File: src/rtl/guess_input_cond.sv
`default_nettype none
// ============================================================================
// Module   : guess_input_cond
// Brief    : Synchronises and debounces a pushbutton and five slide switches,
//            and draws non-repeating 1..30 targets from a free-running LFSR.
// Revision : 1.0 - initial release
// ============================================================================
module guess_input_cond #(
    parameter int unsigned DEB_CYCLES = 500000,
    parameter logic [7:0]  LFSR_SEED  = 8'hA5
) (
    input  logic       clk,
    input  logic       rst,
    input  logic       pb_n,
    input  logic [4:0] sw_raw,
    input  logic       next_req,
    output logic       pb_level,
    output logic       pb_press,
    output logic [4:0] sw_stable,
    output logic       sw_changed,
    output logic [4:0] target,
    output logic       target_valid
);

    localparam int unsigned      CNT_W    = (DEB_CYCLES > 1) ? $clog2(DEB_CYCLES) : 1;
    localparam logic [CNT_W-1:0] CNT_LAST = CNT_W'(DEB_CYCLES - 1);

    typedef enum logic [0:0] {
        ST_DRAW = 1'b0,
        ST_HOLD = 1'b1
    } state_t;

    logic             pb_sync1_q, pb_sync1_d, pb_sync2_q, pb_sync2_d;
    logic             pb_level_q, pb_level_d, pb_prev_q, pb_prev_d;
    logic             pb_press_q, pb_press_d;
    logic [CNT_W-1:0] pb_cnt_q, pb_cnt_d;

    logic [4:0]       sw_sync1_q, sw_sync1_d, sw_sync2_q, sw_sync2_d;
    logic [4:0]       sw_last_q, sw_last_d;
    logic [4:0]       sw_stable_q, sw_stable_d, sw_prev_q, sw_prev_d;
    logic             sw_changed_q, sw_changed_d;
    logic [CNT_W-1:0] sw_cnt_q, sw_cnt_d, sw_base;

    logic [7:0]       lfsr_q, lfsr_d;
    logic [4:0]       cand;
    logic             cand_ok;

    state_t           state_q;
    logic [4:0]       target_q;
    logic             target_valid_q;
    logic             hist_q;

    always_comb begin
        pb_sync1_d = pb_n;
        pb_sync2_d = pb_sync1_q;
        pb_level_d = pb_level_q;
        pb_cnt_d   = '0;
        if (pb_sync2_q != pb_level_q) begin
            if (pb_cnt_q == CNT_LAST) begin
                pb_level_d = pb_sync2_q;
            end else begin
                pb_cnt_d = pb_cnt_q + 1'b1;
            end
        end
        pb_prev_d  = pb_level_q;
        pb_press_d = pb_prev_q & ~pb_level_q;

        // A change of the synced vector restarts the count; that cycle is the first of the run.
        sw_sync1_d  = sw_raw;
        sw_sync2_d  = sw_sync1_q;
        sw_base     = (sw_sync2_q != sw_last_q) ? '0 : sw_cnt_q;
        sw_stable_d = sw_stable_q;
        sw_cnt_d    = '0;
        if (sw_sync2_q != sw_stable_q) begin
            if (sw_base == CNT_LAST) begin
                sw_stable_d = sw_sync2_q;
            end else begin
                sw_cnt_d = sw_base + 1'b1;
            end
        end
        sw_last_d    = sw_sync2_q;
        sw_prev_d    = sw_stable_q;
        sw_changed_d = (sw_prev_q != sw_stable_q);

        lfsr_d  = {lfsr_q[6:0], lfsr_q[7] ^ lfsr_q[5] ^ lfsr_q[4] ^ lfsr_q[3]};
        cand    = lfsr_q[4:0];
        cand_ok = (cand != 5'd0) && (cand <= 5'd30) && (!hist_q || (cand != target_q));
    end

    always_ff @(posedge clk or negedge rst) begin
        if (!rst) begin
            pb_sync1_q   <= 1'b1;
            pb_sync2_q   <= 1'b1;
            pb_level_q   <= 1'b1;
            pb_prev_q    <= 1'b1;
            pb_press_q   <= 1'b0;
            pb_cnt_q     <= '0;
            sw_sync1_q   <= '0;
            sw_sync2_q   <= '0;
            sw_last_q    <= '0;
            sw_stable_q  <= '0;
            sw_prev_q    <= '0;
            sw_changed_q <= 1'b0;
            sw_cnt_q     <= '0;
            lfsr_q       <= LFSR_SEED;
        end else begin
            pb_sync1_q   <= pb_sync1_d;
            pb_sync2_q   <= pb_sync2_d;
            pb_level_q   <= pb_level_d;
            pb_prev_q    <= pb_prev_d;
            pb_press_q   <= pb_press_d;
            pb_cnt_q     <= pb_cnt_d;
            sw_sync1_q   <= sw_sync1_d;
            sw_sync2_q   <= sw_sync2_d;
            sw_last_q    <= sw_last_d;
            sw_stable_q  <= sw_stable_d;
            sw_prev_q    <= sw_prev_d;
            sw_changed_q <= sw_changed_d;
            sw_cnt_q     <= sw_cnt_d;
            lfsr_q       <= lfsr_d;
        end
    end

    // hist_q marks that target_q holds a real previous draw to avoid repeating.
    always_ff @(posedge clk or negedge rst) begin
        if (!rst) begin
            state_q        <= ST_DRAW;
            target_q       <= 5'd0;
            target_valid_q <= 1'b0;
            hist_q         <= 1'b0;
        end else begin
            case (state_q)
                ST_DRAW: begin
                    if (cand_ok) begin
                        target_q       <= cand;
                        target_valid_q <= 1'b1;
                        hist_q         <= 1'b1;
                        state_q        <= ST_HOLD;
                    end
                end
                ST_HOLD: begin
                    if (next_req) begin
                        target_valid_q <= 1'b0;
                        state_q        <= ST_DRAW;
                    end
                end
                default: state_q <= ST_DRAW;
            endcase
        end
    end

    assign pb_level     = pb_level_q;
    assign pb_press     = pb_press_q;
    assign sw_stable    = sw_stable_q;
    assign sw_changed   = sw_changed_q;
    assign target       = target_q;
    assign target_valid = target_valid_q;

endmodule
`default_nettype wire

File: config.mk
export PLATFORM = sky130hd
export DESIGN_NAME = guess_input_cond
export DESIGN_NICKNAME = d
export VERILOG_FILES = /design/src/rtl/guess_input_cond.sv
export SDC_FILE = /design/constraint.sdc
export NUM_CORES = 1
export LEC_CHECK = 0
export BUFFER_PORTS_ARGS = -buffer_cell sky130_fd_sc_hd__buf_4
export CORE_ASPECT_RATIO = 1.5
export CORE_MARGIN = 2
export CORE_UTILIZATION = 40
export CTS_CLUSTER_DIAMETER = 60
export DETAILED_ROUTE_END_ITERATION = 10
export HOLD_SLACK_MARGIN = 0.12
export MAX_ROUTING_LAYER = met4
export PLACE_DENSITY = 0.66
export SLEW_MARGIN = 40
export SYNTH_ARGS = -nofsm -noshare
export SYNTH_HDL_FRONTEND = slang
export SYNTH_SLANG_ARGS = --single-unit
File: constraint.sdc
create_clock -name clk -period 2.8 [get_ports clk]
set_input_delay 0 -clock clk [delete_from_list [all_inputs] [get_ports clk]]
set_output_delay 0 -clock clk [all_outputs]
set_load 0.01 [all_outputs]
After elaboration in Yosys (flattened, before gate mapping)
Index checks and enable logic that the tools add are counted.
{"block": "totals", "romBits": 0, "latch_bits": 0, "ff_bits": 85, "elab_cells": 56, "ramBits": 0, "in_bits": 9, "output_inout_bits": 14, "mem_count": 0}
{"block": "classes", "n_eq_ne": 9, "order_cmp": 1, "div_mod_pow": 0, "add_sub_neg": 2, "bitwise_logic": 6, "n_mux": 11, "mul": 0, "reduce_logical": 9, "shift": 0}
{"cell": "19-bit two-way mux", "count": 5}
{"cell": "19-bit by 1-bit adder with 19-bit output (second input constant)", "count": 2}
{"cell": "19-bit equality test (second input constant)", "count": 2}
{"cell": "5-bit inequality test", "count": 4}
{"cell": "2-bit AND reduction", "count": 4}
{"cell": "5-bit <= comparator (second input constant)", "count": 1}
{"cell": "5-bit nonzero test", "count": 1}
{"cell": "1-bit two-way mux", "count": 4}
{"cell": "2-bit inequality test (second input constant)", "count": 2}
{"cell": "1-bit case mux with 2 select lines", "count": 2}
{"cell": "1-bit XOR", "count": 3}
{"cell": "1-bit logical AND", "count": 2}
{"cell": "1-bit NOT", "count": 2}
{"cell": "1-bit AND", "count": 1}
{"cell": "1-bit zero test", "count": 1}
{"cell": "1-bit logical OR", "count": 1}
{"cell": "1-bit inequality test", "count": 1}

Logic depth before layout (Yosys ltp)
{"block": "logic_depth", "depth_word": 5, "depth_mapped": 9, "mapped_depth_nobuf": 9}

Worst setup path before layout
Ideal clock, no wire load.
{"block": "synth_path", "kind": "reg2reg", "from": "register sw_sync2_q[1] (netlist: sw_last_d[1])", "to": "register sw_stable_q[0] (netlist: sw_stable[0])", "synth_period_minus_slack_ns": 2.511, "required_time_ns": 2.675, "setup_ns": 0.125, "t_arrival_ns": 2.387, "n_path_buf": 1, "stages_incl_launch_ff": 10, "path_slack_ns": 0.289, "cell_sequence": "dfrtp_1 > xor2_1 > nor3_4 > and3_1 > ha_1 > nand4_1 > nor4_1 > and2_1 > buf_2 > mux2_2"}
{"block": "synth_via", "elab_chain_len": 4}
{"item": "from (decl)", "line": "38", "source": "logic [4:0] sw_sync1_q, sw_sync1_d, sw_sync2_q, sw_sync2_d;"}
{"item": "from (signal assigned)", "line": "114", "source": "sw_sync2_q <= sw_sync2_d;"}
{"item": "5-bit inequality test", "line": "71", "source": "sw_base = (sw_sync2_q != sw_last_q) ? '0 : sw_cnt_q;"}
{"item": "19-bit two-way mux", "line": "71"}
{"item": "19-bit equality test", "line": "75", "source": "if (sw_base == CNT_LAST) begin"}
{"item": "2-bit AND reduction (no source line) *"}
{"item": "to (signal assigned)", "line": "116", "source": "sw_stable_q <= sw_stable_d;"}
{"item": "to (decl)", "line": "40", "source": "logic [4:0] sw_stable_q, sw_stable_d, sw_prev_q, sw_prev_d;"}
Every way passes the cells marked *; elsewhere a longest branch is shown, timed or not.
A chain may end at the register's enable or synchronous reset.

Final worst setup path
{"block": "layout_path", "from": "register sw_sync2_q[0] (netlist: sw_last_d[0])", "to": "register sw_stable_q[2] (netlist: sw_stable[2])"}
Same word-level chain as after synthesis.

==> summary.md <==
The leading register cell type out of synthesis was sky130_fd_sc_hd__dfrtp_1. STA classifies the critical path endpoint as a register. For the sink count of the clock tree, the log shows 85. The run gives 538 uW as the switching power. The clock edge transition at the registers on the reported setup and hold paths was 0.06 ns; the total power draw was 2530 uW.

The layout overhead on the synthesized area came out at 19.4%. The pre-CTS setup slack is 0.301 ns, and the synthesized area per cell is 11.8 sq um. The cell family contributing the most delay on the critical path is simple AND/OR/NAND/NOR gates. The async set-or-reset flop fraction in the synthesized netlist was 100%.

The run gives 49.8% as the sequential share of power. In the final timing run, aggregate negative setup slack is 0 ns. TritonCTS built the clock tree. Once routing completed, OpenROAD measured the worst setup slack at 0.311 ns.

The via count of the first global-routing pass is 2310, and the total internal power is 1990 uW. The worst supply voltage drop on vdd was 0.357 mV; the worst endpoint data arrival time was 2.71 ns. Global routing used 15.1% of the available tracks across all layers.

Summing every instance area after synthesis gives 0.00357 sq mm. The final design area excluding fillers was 0.00427 sq mm. In the layout the commonest cells are 77 x sky130_fd_sc_hd__dfrtp_1, 36 x sky130_fd_sc_hd__nor2_1, 33 x sky130_fd_sc_hd__xor2_1, 24 x sky130_fd_sc_hd__buf_4, 23 x sky130_fd_sc_hd__nand2_1.

Once placement finished, the instance area stood at 0.00388 sq mm. The run finished with clean final reports. Between clock sinks in the finished design, the worst skew comes to 0.00929 ns. The tools report the reported leakage power as 0.00193 uW. Sorting the synthesized cells by area gives the leading types as sky130_fd_sc_hd__dfrtp_1 54%, sky130_fd_sc_hd__xor2_1 8.1%, sky130_fd_sc_hd__dfstp_2 5.9%, sky130_fd_sc_hd__xnor2_1 5.1%, sky130_fd_sc_hd__nor2_1 3.8%.

The half-perimeter wire length after placement came out at 4290 um. 23 I/O pins were placed. For the number of hold-repair buffers added at the cts stage, the log shows 8. The post-cts repair resize count came out at 0.

In the final design database the tool counted 354 nets. The most frequent standard cell in the layout excluding fill and tap cells was sky130_fd_sc_hd__dfrtp_1. In this run the vertical extent of the chip is 120 um. The final critical-path required period is 2.49 ns.

Yosys mapped the design onto 39 distinct sky130hd cell types. CTS built an H-tree with a depth of 3. Clock insertion delay at the later pin of the skew report: 0.34 ns.

For this run, the top clock speed supported by timing is 402 MHz. The number of nets handed over by synthesis was 314. The fraction of layout instances using a drive strength above 1 works out to 19.5%.

The final period utilization works out to 88.9%. The via density per instance works out to 5.02. The signal on the critical path passes through xor2_1 > nor2_4 > and3_1 > ha_1 > nand4_1 > nor4_1 > and2_1 > mux2_2. The tools report the number of max-slew violations in the final report as 0. The path class of the tightest hold or removal check is in2async.

Net switching is 21.2% of the power. Detailed routing inserted a total of 2301 vias. The number of enable-type register cells in the synthesized netlist came out at 0. The average wire per cell in the routed design works out to 13.6 um. Setup repair after global routing left no endpoint under its margin.

The largest net degree at the start of global routing was 86; the number of iterations in the first detailed-routing pass was 4. For this block, the initial DRC count from the detailed router was 86. The initial standard-cell utilization of the core came out at 40.7%. Synthesis produced a netlist whose cell count is 303. The core region is 0.00878 sq mm. The logs give 55.9% for the worst-case headroom to the max-slew limit and 0 for the number of max-cap violations.

In this run the worst path has a maximum fanout of 8. The slew at the pin closest to its max-slew limit is 0.662 ns. The number of rows created at floorplan came out at 42. Category of the worst setup path launch point: a register.

The initial antenna violation count was 0; the worst hold slack across all endpoints was 0.245 ns. On the worst path, the slowest cell contributes a delay of 0.42 ns. After synthesis, flip-flops and latches occupy 59.8% of the total area.

The clock network is responsible for 46.8% of the overall power. The detail route stage leaves a number of antenna-violating nets equal to 0. The number of failing hold endpoints at the final stage is 0, and the worst path buffer plus inverter count is 0.

The chip width was 81.2 um; the number of setup buffers added after CTS was 0. After global routing the overflow that remains totals 0. The total of flip-flops plus latches after synthesis works out to 85. The slowest stage of the critical path is the sky130_fd_sc_hd__dfrtp_1 cell. The logs give 3.02 ns for the required time of the critical path and 10900 um for the global-route wire length before repair. The logs give 9 for the total CTS buffers and 0.816 for the weighted congestion reported at the end of routability-driven placement. Worst setup path category: reg2reg. For this run, design rule violations remaining after detail routing come to 0.

The maximum clock path buffer count was 2. 0 antenna diodes ended up in the layout. The power density of the placed cells came out at 593 mW/mm^2.

The combinational cell fraction of total power is 3.3%, and the count of port buffers added during placement is 22. The tools report the number of warnings reported in the yosys synthesis log as 0. The die area was 0.00972 sq mm; the area fraction of the dominant cell type after synthesis was 53.9%. The tools report the clock tree root buffer cell as sky130_fd_sc_hd__clkbuf_16. Setup violations remaining at the end of the flow were counted as 0.

After detailed routing, the total wire length is 6230 um. The largest total area in the synthesized netlist belongs to sky130_fd_sc_hd__dfrtp_1.
==> cell usage after synthesis, drive strengths merged (2+ instances only) <==
library cell	number
dfstp	8
nor3	5
nor2	37
and4	6
o21ai	4
or4	4
nor4	3
dfrtp	77
xnor2	21
nor3b	2
nand3	17
buf	4
mux2	8
and2	6
and3	7
o31ai	3
nand4	10
a21oi	4
nand2	23
xor2	33
nor4b	3
nor2b	3
inv	6
ha	2
==> power by group through the flow <==
stage                     clock (uW)  combinational, uW  sequential (uW)
after detailed placement           0               78.1             1280
after floorplan                    0               34.2             1280
after global placement             0               76.1             1280
after CTS                       1210               87.4             1260
final                           1190               84.2             1260
after global routing            1270               96.7             1260
==> metrics by stage <==
step           cells  utilization (%)
2_1_floorplan    303                -
3_3_place_gp     434             44.2
3_5_place_dp     434             44.2
4_1_cts          458             48.6
5_1_grt          458             48.6
6_report         458             48.6
==> sequential cells by signal, summed over array words and instances (netlist names), 5 cells and up <==
register	flops
lfsr_q	8
pb_cnt_q	19
sw_cnt_q	19
sw_last_d	5
sw_last_q	5
sw_prev_q	5
sw_stable	5
sw_sync1_q	5
target	5
==> area by class of cell <==
cell class | count | area (sq um)
inverters | 6 | 22.5
clock buffers | 10 | 239
repair buffers | 33 | 274
clock inverters | 6 | 62.6
multi-input cells | 208 | 1390
flip-flops and latches | 85 | 2140
well taps | 110 | 138
fillers | 795 | 4510
==> per-layer routing <==
layer  GRT usage (%)  part of all wire [%]
met1            17.5                    42
met2            24.4                    52
met3            3.76                   2.8
met4            7.10                   2.6
met5               -                     0
==> worst paths after layout <==
kind | to | start | depth (start not counted) | slack, ns
min in group clk | sw_sync1_q[3] | sw_raw[3] | 2 | 0.31
max reg2reg | sw_stable[2] | sw_last_d[0] | 8 | 0.31
max in group asynchronous | sw_sync1_q[0] | rst | 2 | 2.07
min | state_q | rst | 2 | 0.24
max | sw_stable[2] | sw_last_d[0] | 8 | 0.31
min reg2reg | sw_last_d[2] | sw_sync1_q[2] | 0 | 0.35
==> kinds of logic after synthesis <==
kind of cell	Yosys count	synth area share, %
DFF	85	59.8
adders and majority gates	2	0.700
and+or+nand+nor	131	20.2
muxes	8	2.52
AOI/OAI and AO/OA	13	2.31
xor gates and xnor gates	54	13.2
buffers and inverters	10	1.19
Note: power is estimated with default switching activity, not from simulation.
